<file path="src/rtl/rns4_mod53_to_bin_if.sv">
// Handshake and data bundle for the {64,53,59,61} residue-to-binary converter.
// Carries the input tuple with in_valid/in_ready and the result with out_valid/out_ready.
// master: residue producer / result consumer side; slave: the converter.
interface rns4_mod53_to_bin_if;
    logic        in_valid;
    logic        in_ready;
    logic [5:0]  r64;
    logic [5:0]  r53;
    logic [5:0]  r59;
    logic [5:0]  r61;
    logic        out_valid;
    logic        out_ready;
    logic [23:0] x_out;
    logic        out_err;

    modport master (
        output in_valid, r64, r53, r59, r61, out_ready,
        input  in_ready, out_valid, x_out, out_err
    );

    modport slave (
        input  in_valid, r64, r53, r59, r61, out_ready,
        output in_ready, out_valid, x_out, out_err
    );
endinterface

</file>
<file path="src/rtl/rns4_mod53_to_bin.sv">
// Residue-to-binary converter for moduli {64,53,59,61} (M = 12207808) using sequential mixed-radix conversion.
// Latency: result 7 edges after accept for a valid tuple, 2 edges for an out-of-range tuple; one tuple per 9 cycles max.
// Backpressure: in_ready is high only in IDLE; the result is held stable in DONE until out_valid && out_ready.
// Ports: clk, rst (async active-high), bus (slave modport): in_valid/in_ready/r64/r53/r59/r61 in,
//        out_valid/out_ready/x_out/out_err out.
module rns4_mod53_to_bin (
    input  logic                   clk,
    input  logic                   rst,
    rns4_mod53_to_bin_if.slave     bus
);

    typedef enum logic [3:0] {
        IDLE, S1, S2, S3, S4, S5, S6, S7, ERR_WAIT, ERR, DONE
    } state_t;

    state_t      state_q;
    logic        in_ready_q;
    logic        out_valid_q;
    logic        out_err_q;
    logic [23:0] x_q;
    logic [5:0]  a1_q, a2_q, a3_q, a4_q;
    logic [5:0]  r53_q, r59_q, r61_q;
    logic [5:0]  t_q, u_q;

    logic [5:0]  res_d;
    logic [23:0] x_d;

    // ((a - b) mod m) * k mod m. b may be up to 63 (a1 = r64 exceeds 53),
    // so 2m is added before reducing to keep the difference non-negative.
    function automatic logic [5:0] step(input logic [5:0] a, input logic [5:0] b,
                                        input logic [6:0] m, input logic [5:0] k);
        logic [11:0] m12;
        logic [11:0] d;
        m12 = {5'd0, m};
        d   = (12'(a) + (m12 << 1) - 12'(b)) % m12;
        return 6'((d * 12'(k)) % m12);
    endfunction

    always_comb begin
        res_d = '0;
        case (state_q)
            S1:      res_d = step(r53_q, a1_q, 7'd53, 6'd29);
            S2:      res_d = step(r59_q, a1_q, 7'd59, 6'd12);
            S3:      res_d = step(t_q,   a2_q, 7'd59, 6'd49);
            S4:      res_d = step(r61_q, a1_q, 7'd61, 6'd41);
            S5:      res_d = step(u_q,   a2_q, 7'd61, 6'd38);
            S6:      res_d = step(u_q,   a3_q, 7'd61, 6'd30);
            default: res_d = '0;
        endcase
        // Maximum is exactly M-1, so 24 bits never truncate.
        x_d = ((24'(a4_q) * 24'd59 + 24'(a3_q)) * 24'd53 + 24'(a2_q)) * 24'd64 + 24'(a1_q);
    end

    always_ff @(posedge clk or posedge rst) begin
        if (rst) begin
            state_q     <= IDLE;
            in_ready_q  <= 1'b1;
            out_valid_q <= 1'b0;
            out_err_q   <= 1'b0;
            x_q         <= '0;
            a1_q        <= '0;
            a2_q        <= '0;
            a3_q        <= '0;
            a4_q        <= '0;
            r53_q       <= '0;
            r59_q       <= '0;
            r61_q       <= '0;
            t_q         <= '0;
            u_q         <= '0;
        end else begin
            case (state_q)
                IDLE: begin
                    if (bus.in_valid) begin
                        a1_q       <= bus.r64;
                        r53_q      <= bus.r53;
                        r59_q      <= bus.r59;
                        r61_q      <= bus.r61;
                        in_ready_q <= 1'b0;
                        if (bus.r53 > 6'd52 || bus.r59 > 6'd58 || bus.r61 > 6'd60)
                            state_q <= ERR_WAIT;
                        else
                            state_q <= S1;
                    end
                end
                S1: begin a2_q <= res_d; state_q <= S2; end
                S2: begin t_q  <= res_d; state_q <= S3; end
                S3: begin a3_q <= res_d; state_q <= S4; end
                S4: begin u_q  <= res_d; state_q <= S5; end
                S5: begin u_q  <= res_d; state_q <= S6; end
                S6: begin a4_q <= res_d; state_q <= S7; end
                S7: begin
                    x_q         <= x_d;
                    out_err_q   <= 1'b0;
                    out_valid_q <= 1'b1;
                    state_q     <= DONE;
                end
                // Bad tuples report on the second edge after accept; this
                // cycle only spaces the error response to that point.
                ERR_WAIT: state_q <= ERR;
                ERR: begin
                    x_q         <= '0;
                    out_err_q   <= 1'b1;
                    out_valid_q <= 1'b1;
                    state_q     <= DONE;
                end
                DONE: begin
                    if (bus.out_ready) begin
                        out_valid_q <= 1'b0;
                        in_ready_q  <= 1'b1;
                        state_q     <= IDLE;
                    end
                end
                default: begin
                    state_q    <= IDLE;
                    in_ready_q <= 1'b1;
                end
            endcase
        end
    end

    assign bus.in_ready  = in_ready_q;
    assign bus.out_valid = out_valid_q;
    assign bus.x_out     = x_q;
    assign bus.out_err   = out_err_q;

endmodule

</file>
<file path="src/flat_wrapper.sv">
// flat-port wrapper written by rule: the top's interface ports become plain ports
module rns4_mod53_to_bin_flat 
  (clk, rst, bus_in_valid, bus_r64, bus_r53, bus_r59, bus_r61, bus_out_ready, bus_in_ready, bus_out_valid, bus_x_out, bus_out_err);
  rns4_mod53_to_bin_if bus_i ();
  input  logic clk;
  input  logic rst;
  input wire logic [$bits(bus_i.in_valid)-1:0] bus_in_valid;
  input wire logic [$bits(bus_i.r64)-1:0] bus_r64;
  input wire logic [$bits(bus_i.r53)-1:0] bus_r53;
  input wire logic [$bits(bus_i.r59)-1:0] bus_r59;
  input wire logic [$bits(bus_i.r61)-1:0] bus_r61;
  input wire logic [$bits(bus_i.out_ready)-1:0] bus_out_ready;
  output wire logic [$bits(bus_i.in_ready)-1:0] bus_in_ready;
  output wire logic [$bits(bus_i.out_valid)-1:0] bus_out_valid;
  output wire logic [$bits(bus_i.x_out)-1:0] bus_x_out;
  output wire logic [$bits(bus_i.out_err)-1:0] bus_out_err;
  assign bus_i.in_valid = bus_in_valid;
  assign bus_i.r64 = bus_r64;
  assign bus_i.r53 = bus_r53;
  assign bus_i.r59 = bus_r59;
  assign bus_i.r61 = bus_r61;
  assign bus_i.out_ready = bus_out_ready;
  assign bus_in_ready = bus_i.in_ready;
  assign bus_out_valid = bus_i.out_valid;
  assign bus_x_out = bus_i.x_out;
  assign bus_out_err = bus_i.out_err;
  rns4_mod53_to_bin u_core (.clk(clk), .rst(rst), .bus(bus_i));
endmodule
</file>
<file path="config.mk">
export PLATFORM = sky130hd
export DESIGN_NAME = rns4_mod53_to_bin_flat
export DESIGN_NICKNAME = d
export VERILOG_FILES = /design/src/rtl/rns4_mod53_to_bin_if.sv /design/src/rtl/rns4_mod53_to_bin.sv /design/src/flat_wrapper.sv
export SDC_FILE = /design/constraint.sdc
export NUM_CORES = 1
export LEC_CHECK = 0
export ABC_AREA = 0
export CAP_MARGIN = 25
export CELL_PAD_IN_SITES_DETAIL_PLACEMENT = 1
export CELL_PAD_IN_SITES_GLOBAL_PLACEMENT = 1
export CORE_MARGIN = 2
export CORE_UTILIZATION = 49
export DETAILED_ROUTE_END_ITERATION = 10
export GPL_TIMING_DRIVEN = 0
export PLACE_DENSITY_LB_ADDON = 0.1
export SYNTH_ARGS = -nofsm -noshare
export SYNTH_HDL_FRONTEND = slang
export SYNTH_SLANG_ARGS = --single-unit
</file>
<file path="constraint.sdc">
create_clock -name clk -period 19.6 [get_ports clk]
set_input_delay 4.9 -clock clk [delete_from_list [all_inputs] [get_ports clk]]
set_output_delay 4.9 -clock clk [all_outputs]
set_load 0.03 [all_outputs]
</file>
==> impl_results.md, run 1 <==
- Remaining antenna violation count: 0
- FF-to-FF Start: u_core.r53_q[1]
- CTS tree: yes
- DRT Wirelength: 69800 um
- Initial antenna violation count: 1
- Synth warn: 0
- Post-synth EDFFs: 0
- Slowest stage delay, CP: 0.70 ns
- Hold Buf Count CTS: 0
- Reg2reg path depth: 65
- Synth-to-layout area growth: 7.44%
- TritonCTS Sinks: 85
- CTS H-tree depth: 3
- Tightest Hold Check Type: register to register
- CP Class: register to register
- Hold Path End: u_core.bus.x_out[20]
- Final setup margin: 1.46 ns
- Synthesized area per cell: 7.47 um^2
- Worst hold path startpoint: u_core.bus.x_out[20]
- Worst Skew: 0.0132 ns
- GPL Wtd Cong: 0.907
- Top Family by Delay on Critical Path: compound AO/OA/AOI/OAI gates
- GRT overflow: 0
- Final nets: 3401
- Dpl ws: 1.74 ns
- RR Endpoint: u_core.a2_q[1]
- Resized cells post-CTS: 0
- WP depth: 65
- Worst skew pair latency: 0.37 ns
- Setup slack, reg-to-reg: 1.46 ns
- Placed cell count: 3601
- Final Util: 53.5%
- Area of the core: 0.0443 mm^2
- Root Buffer: clkbuf_16
- Fmax: 55.1 MHz
- Synth unique cells: 117
- Register area share after synthesis: 9.65%
- Clock Path Buffers: 2
- Cts bufs inserted: 9
- Outcome: finished, final reports clean
- Critical Path End Type: register
- Post-DP HPWL: 58300 um
- Hold Fails Final Rpt: 0
- First-pass GRT wire length: 117000 um
- Top_reg_cell synth: dfrtp_1
- Largest net degree at the start of global routing: 57
- Residual DRC: 0
- Tightest Pin Transition: 1.02 ns
- Worst-path clk slew: 0.08 ns
- Max-slew violations: 0
- Via Count: 22407
- Yosys reg bits: 85
- Vias/cell: 6.19
- Die area: 0.0467 mm^2
- Io pins: 55
- Crit share post-route: 92.6%
- Synthesized Nets: 3332
- Port Buffer Count: 54
- Layout cell share with drive strength beyond 1: 3.97%
- Die Y: 216 um
- First-pass DRT Iterations: 5
- Critical-path top delay cell: o41ai_4
- Fillers: 5714
- Max cap viols: 0
- Die width: 216 um
- Tot GR Track Use: 29.7%
- Starting Density: 49.8%
- Row count: 77
- Drt wl/cell: 19.3 um
- Worst path bufs/invs: 7
- RSZ-0062 raised after global routing: no
- Final TNS setup: 0 ns
- # setup viols final: 0
- WP data arrival: 18.38 ns
- Relative slew margins: 31.5%
- Post-CTS setup buffers: 0
- Final std cells w/o fill: 3619
- Hold Path Cell Cnt: 2
- Worst EP required: 19.84 ns
- Vias in the first global route: 23450
- Multi-input combinational cell area: 0.0185 mm^2
- Synthesized area: 0.0221 mm^2
- Async set-or-reset flop fraction in the synthesized netlist: 100%
- Final Critical Period: 18.14 ns
- First DRT Iteration DRCs: 1118
- Crit path top cell by count: ha_1
- Critical path launch point type: register
- Post-Syn Instances: 2952
- Critical-path maximum fanout: 9
- Sequential Area: 0.00213 mm^2
[sequential cells by signal, indices dropped and copies added, names as in the netlist]
| signal | flops |
|---|---|
| u_core.a1_q | 6 |
| u_core.a2_q | 6 |
| u_core.a3_q | 6 |
| u_core.a4_q | 6 |
| u_core.bus.in_ready | 1 |
| u_core.bus.out_err | 1 |
| u_core.bus.out_valid | 1 |
| u_core.bus.x_out | 24 |
| u_core.r53_q | 6 |
| u_core.r59_q | 6 |
| u_core.r61_q | 6 |
| u_core.state_q | 4 |
| u_core.t_q | 6 |
| u_core.u_q | 6 |
[metrics by stage]
stage | hold slack (ns) | area, um^2
after global placement | 0.467 | 23300
final | 0.490 | 23700
after global routing | 0.537 | 23700
after detailed placement | 0.477 | 23400
after floorplan | 0.449 | 22100
after CTS | 0.498 | 23700
[logic make-up after synthesis]
kind of cell	after synthesis	share of synthesized area, %
buffers and inverters	369	6.39
and+or+nand+nor	990	21.7
AOI/OAI and AO/OA	876	27.4
muxes	63	2.98
adders and majority gates	362	23.4
DFF	85	9.65
xor gates and xnor gates	207	8.43
[final cells by class]
type | instances | area share (%)
Multi-Input combinational cell | 2498 | 78.1
Sequential cell | 85 | 8.98
Inverter | 289 | 4.59
Tap cell | 592 | 3.13
Timing Repair Buffer | 58 | 2.46
Buffer | 80 | 1.37
Clock buffer | 9 | 0.950
Clock inverter | 7 | 0.370
Antenna cell | 1 | 0.0106
[how the worst max path moves through the flow]
stage	from	endpoint	slack (ns)
floorplan	u_core.r53_q[1]	u_core.a2_q[1]	4.89
detailed placement	u_core.r53_q[1]	u_core.a2_q[1]	1.74
finish	u_core.r53_q[1]	u_core.a2_q[1]	1.46
global placement	u_core.r53_q[1]	u_core.a2_q[1]	2.44
global route	u_core.r53_q[1]	u_core.a2_q[1]	0.18
CTS	u_core.r53_q[1]	u_core.a2_q[1]	1.67
[placed cells by master (no fill, tap or decap), types with 35 or more instances in the layout]
cell type	n
nand2_1	287
inv_1	286
ha_1	264
nor2_1	245
o21ai_0	185
a21oi_1	175
xnor2_1	148
fa_1	88
nor3_1	86
dfrtp_1	84
nand3_1	80
clkbuf_1	71
xor2_1	56
clkdlybuf4s50_1	54
a21o_1	52
mux2i_1	48
nor2b_1	46
o211ai_1	44
o31ai_1	35
o21bai_1	35
[worst min-delay path: stages (launching register included)]
cell     delay (ns)
dfrtp_1        0.35
nand2_1        0.05
o21ai_0        0.06
[cell usage after synthesis, types with 31 or more instances]
master | instances | share of area (%)
nand2b_1 | 31 | 0.88
fa_1 | 88 | 8.0
clkbuf_1 | 71 | 1.2
ha_1 | 264 | 15
xnor2_1 | 148 | 5.9
nor2b_1 | 46 | 1.3
nor2_1 | 245 | 4.2
nor3_1 | 86 | 2.0
nand2_1 | 287 | 4.9
xor2_1 | 56 | 2.2
o21a_1 | 32 | 1.1
inv_1 | 287 | 4.9
dfrtp_1 | 84 | 9.5
or3_1 | 32 | 0.91
mux2i_1 | 48 | 2.2
o211ai_1 | 44 | 1.5
o21ai_0 | 185 | 4.2
o21bai_1 | 35 | 1.2
o31ai_1 | 35 | 1.2
a21oi_1 | 175 | 4.0
nand3_1 | 80 | 1.8
a21o_1 | 52 | 1.8
[metal layers]
metal  routed length, um  vias to the layer above  GRT usage (%)  share of wire, %
li1                    -                    10793              -                 -
met1               31400                    11133           37.5                45
met2               34700                      391           54.4                50
met3                2330                       90           2.82               3.3
met4                1330                        0           6.67               1.9
met5                   0                        -              0                 0
Power of run 1 is not shown: default switching activity piles up to over one toggle a cycle in this logic, so the estimate is an artifact.
==> run 2: changes to the inputs <==
Settings changed: CORE_MARGIN 2 to unset.
==> run 2 against run 1 <==
  * First-iteration DRC count is 7.6% lower
  * Clock-buffer cell count up 1
  * Die area is 1.8% lower
  * Largest cell class unchanged
  * Wire length fell by 0.86%
  * Via count is 0.39% lower
  * Global-route usage grew 0.35 points
  * Non-clock buffer count fell by 1
==> impl_results.md, run 2 (synthesis results as in run 1) <==
- GRT overflow: 0
- Hold Fails Final Rpt: 0
- Largest net degree at the start of global routing: 57
- Critical path launch point type: register
- Dpl ws: 1.69 ns
- WP data arrival: 18.41 ns
- Final nets: 3400
- Crit path top cell by count: ha_1
- Post-CTS setup buffers: 0
- Clock Path Buffers: 2
- Tot GR Track Use: 30.0%
- Vias in the first global route: 23340
- Root Buffer: clkbuf_16
- First-pass GRT wire length: 117000 um
- Worst-path clk slew: 0.07 ns
- Residual DRC: 0
- # setup viols final: 0
- Relative slew margins: 32.5%
- First-pass DRT Iterations: 5
- Commonest non-fill, non-tap cells in the layout: nand2_1 (287), inv_1 (286), ha_1 (264)
- GPL Wtd Cong: 0.904
- Max-slew violations: 0
- Number of flip-flops in the largest register: 24
- Fmax: 55.0 MHz
- RSZ-0062 raised after global routing: no
- Die width: 214 um
- Max cap viols: 0
- Diodes inserted: 0
- Final TNS setup: 0 ns
- Resized cells post-CTS: 0
- Row count: 77
- First DRT Iteration DRCs: 1033
- Worst path bufs/invs: 7
- Area of the core: 0.0443 mm^2
- Remaining antenna violation count: 0
- Worst EP required: 19.84 ns
- Cts bufs inserted: 9
- Layout cell share with drive strength beyond 1: 3.93%
- Final setup margin: 1.43 ns
- TritonCTS Sinks: 85
- Top Family by Delay on Critical Path: compound AO/OA/AOI/OAI gates
- Critical-path maximum fanout: 9
- Worst Skew: 0.0169 ns
- Vias/cell: 6.17
- Starting Density: 49.8%
- Outcome: finished, final reports clean
- Via Count: 22319
- DRT Wirelength: 69200 um
- CTS tree: yes
- Die Y: 214 um
- Hold Buf Count CTS: 0
- CTS H-tree depth: 3
- Initial antenna violation count: 0
- Port Buffer Count: 54
- Synth-to-layout area growth: 7.52%
- Commonest non-fill, non-tap cell in the layout: nand2_1
- Tightest Pin Transition: 1.01 ns
- Worst skew pair latency: 0.37 ns
- Post-DP HPWL: 58000 um
- Final Critical Period: 18.17 ns
- Crit share post-route: 92.7%
- Die area: 0.0459 mm^2
- Tightest Hold Check Type: register to register
- Drt wl/cell: 19.1 um
- Critical Path End Type: register
- Critical-path top delay cell: o41ai_4
- Slowest stage delay, CP: 0.71 ns
- CP Class: register to register
- Io pins: 55
-- run 2: worst register-to-register path, delay by kind of cell, from the launching register on --
kind / cells / cell delay, ns
multiplexers: 1 / 0.36
AND/OR/NAND/NOR: 16 / 3.88
AO/OA/AOI/OAI: 24 / 7.00
flip-flops: 1 / 0.47
buffers and inverters: 7 / 0.82
adder cells (fa/ha/maj): 11 / 3.67
XOR/XNOR: 6 / 1.82
-- run 2: layout make-up --
type	instances	area, um^2
Clock buffer	10	239
Clock inverter	6	97.6
Multi-Input combinational cell	2498	18500
Tap cell	592	741
Fill cell	5722	20600
Sequential cell	85	2130
Timing Repair Buffer	57	578
Buffer	80	325
Inverter	289	1090
-- run 2: through the flow --
step | instances | area (um^2) | utilization [%] | hold WS (ns)
6_report | 3617 | 23700 | 53.5 | 0.488
5_1_grt | 3617 | 23700 | 53.5 | 0.528
4_1_cts | 3617 | 23700 | 53.5 | 0.487
3_5_place_dp | 3601 | 23400 | 52.7 | 0.470
3_3_place_gp | 3598 | 23300 | 52.7 | 0.466
2_1_floorplan | 2952 | 22100 | - | 0.449
-- run 2: final timing paths --
check                      cells past startpoint                  from                   end  slack, ns
max reg2reg                                   65       u_core.r53_q[1]        u_core.a2_q[1]       1.43
min reg2reg                                    2  u_core.bus.x_out[15]  u_core.bus.x_out[15]       0.49
min in group asynchronous                      2                   rst   u_core.bus.x_out[5]       4.90
min                                            2  u_core.bus.x_out[15]  u_core.bus.x_out[15]       0.49
max in group asynchronous                      3                   rst   u_core.bus.in_ready      14.00
max                                           65       u_core.r53_q[1]        u_core.a2_q[1]       1.43
-- run 2: metal layers --
layer	wire length (um)	track usage (%)	vias up
li1	-	-	10788
met1	30900	37.8	11094
met2	35200	55.5	348
met3	1700	2.03	89
met4	1420	6.90	0
met5	0	0	-
Power of run 2 is left out for the same reason.
==> run 3: changes to the inputs <==
Settings changed: CORE_ASPECT_RATIO set to 0.9.
==> run 3 against run 2 <==
  * Sequential share of layout area about the same
  * Core utilization about the same
  * Clock-buffer cell count decreased by 1
  * Register-to-register slack improved by 0.098 ns
  * Hold slack improved by 0.0010 ns
  * Highest routed layer unchanged
  * Via count decreased by 0.15%
  * Cell count increased by 0.25%
  * Sequential cell count unchanged
  * Critical endpoint unchanged
==> impl_results.md, run 3 (synthesis results as in run 1) <==
- Area of the core: 0.0443 mm^2
- Via Count: 22286
- Vias in the first global route: 23553
- Diodes inserted: 0
- Critical path launch point type: register
- Crit share post-route: 92.2%
- CTS tree: yes
- Worst-path clk slew: 0.07 ns
- Setup slack, reg-to-reg: 1.53 ns
- RSZ-0062 raised after global routing: no
- Post-DP HPWL: 58300 um
- DRT Wirelength: 69700 um
- GPL Wtd Cong: 0.917
- Resized cells post-CTS: 0
- Cts bufs inserted: 9
- Critical-path maximum fanout: 9
- Sequential Area: 0.00213 mm^2
- Multi-input combinational cell area: 0.0185 mm^2
- Crit path top cell by count: ha_1
- First DRT Iteration DRCs: 1163
- First-pass GRT wire length: 117000 um
- Hold Buf Count CTS: 0
- Hold Path Cell Cnt: 2
- Remaining antenna violation count: 0
- # setup viols final: 0
- Synth-to-layout area growth: 7.51%
- Root Buffer: clkbuf_16
- Reg2reg path depth: 65
- Final TNS setup: 0 ns
- Vias/cell: 6.15
- Relative slew margins: 29.4%
- Residual DRC: 0
- Outcome: finished, final reports clean
- CTS H-tree depth: 3
- TritonCTS Sinks: 85
- Slowest stage delay, CP: 0.68 ns
- Max-slew violations: 0
- Commonest non-fill, non-tap cell in the layout: nand2_1
- Final nets: 3401
- Worst Skew: 0.0131 ns
- Clock Path Buffers: 2
- Port Buffer Count: 54
- Post-CTS setup buffers: 0
- Initial antenna violation count: 0
- Hold Fails Final Rpt: 0
- Io pins: 55
- Worst skew pair latency: 0.38 ns
- Tightest Hold Check Type: register to register
- Drt wl/cell: 19.2 um
- Layout cell share with drive strength beyond 1: 3.97%
- Tot GR Track Use: 30.6%
- Worst EP required: 19.85 ns
- Fmax: 55.3 MHz
- Final Critical Period: 18.07 ns
- Row count: 73
- First-pass DRT Iterations: 5
- WP data arrival: 18.32 ns
- Critical-path top delay cell: o31ai_1
- Tightest Pin Transition: 1.05 ns
- Final Util: 53.5%
- Critical Path End Type: register
- Commonest non-fill, non-tap cells in the layout: nand2_1 (287), inv_1 (286), ha_1 (264)
- GRT overflow: 0
- Die area: 0.0459 mm^2
- Starting Density: 49.8%
- Largest net degree at the start of global routing: 57
- Number of flip-flops in the largest register: 24
- Die width: 226 um
- Die Y: 203 um
- CP Class: register to register
- Max cap viols: 0
- Fillers: 5702
==> run 3: cell types whose count changed in the layout (fill, tap and decap cells not counted), sizes merged <==
cell      delta
clkinv       +2
inv          -1
clkinvlp     +1
bufinv       -1
==> run 3: metal layers <==
layer	vias to the layer above	part of all wire, %	track usage [%]
met5	-	0	0
met4	0	2.2	8.16
met3	104	3.0	3.76
met2	331	48	53.3
met1	11059	47	39.8
li1	10792	-	-
==> run 3: per-stage QoR <==
| stage | std cells | hold WS (ns) | instance area [um^2] | worst slack (ns) |
|---|---|---|---|---|
| 2_1_floorplan | 2952 | 0.449 | 22100 | 4.89 |
| 3_3_place_gp | 3606 | 0.464 | 23300 | 2.35 |
| 3_5_place_dp | 3609 | 0.480 | 23400 | 1.79 |
| 4_1_cts | 3625 | 0.497 | 23700 | 1.73 |
| 5_1_grt | 3626 | 0.527 | 23700 | 0.206 |
| 6_report | 3626 | 0.489 | 23700 | 1.53 |
==> run 3: final cells by class <==
class	count	share of cell area, %
inverters	289	4.59
clock buffers	9	0.950
plain buffers	80	1.37
clock inverters	7	0.385
flip-flops and latches	85	8.98
repair buffers	58	2.47
multi-input cells	2498	78.1
well taps	600	3.17
==> run 3: worst max-delay path: cells and delay by family (launching register included) <==
family | cells | cell delay (ns)
AO/OA/AOI/OAI | 24 | 7.16
AND/OR/NAND/NOR | 16 | 3.75
adder cells (fa/ha/maj) | 11 | 3.67
XOR/XNOR | 6 | 1.72
buffers and inverters | 7 | 0.79
flip-flops | 1 | 0.46
multiplexers | 1 | 0.35
==> run 3: worst paths after layout <==
| check | from | endpoint |
|---|---|---|
| hold / removal | u_core.bus.x_out[19] | u_core.bus.x_out[19] |
| max in group asynchronous | rst | u_core.bus.in_ready |
| setup reg to reg | u_core.r53_q[1] | u_core.a2_q[1] |
| setup / recovery | u_core.r53_q[1] | u_core.a2_q[1] |
| min in group asynchronous | rst | u_core.r61_q[2] |
| hold reg to reg | u_core.bus.x_out[19] | u_core.bus.x_out[19] |
Power of run 3 is left out for the same reason.
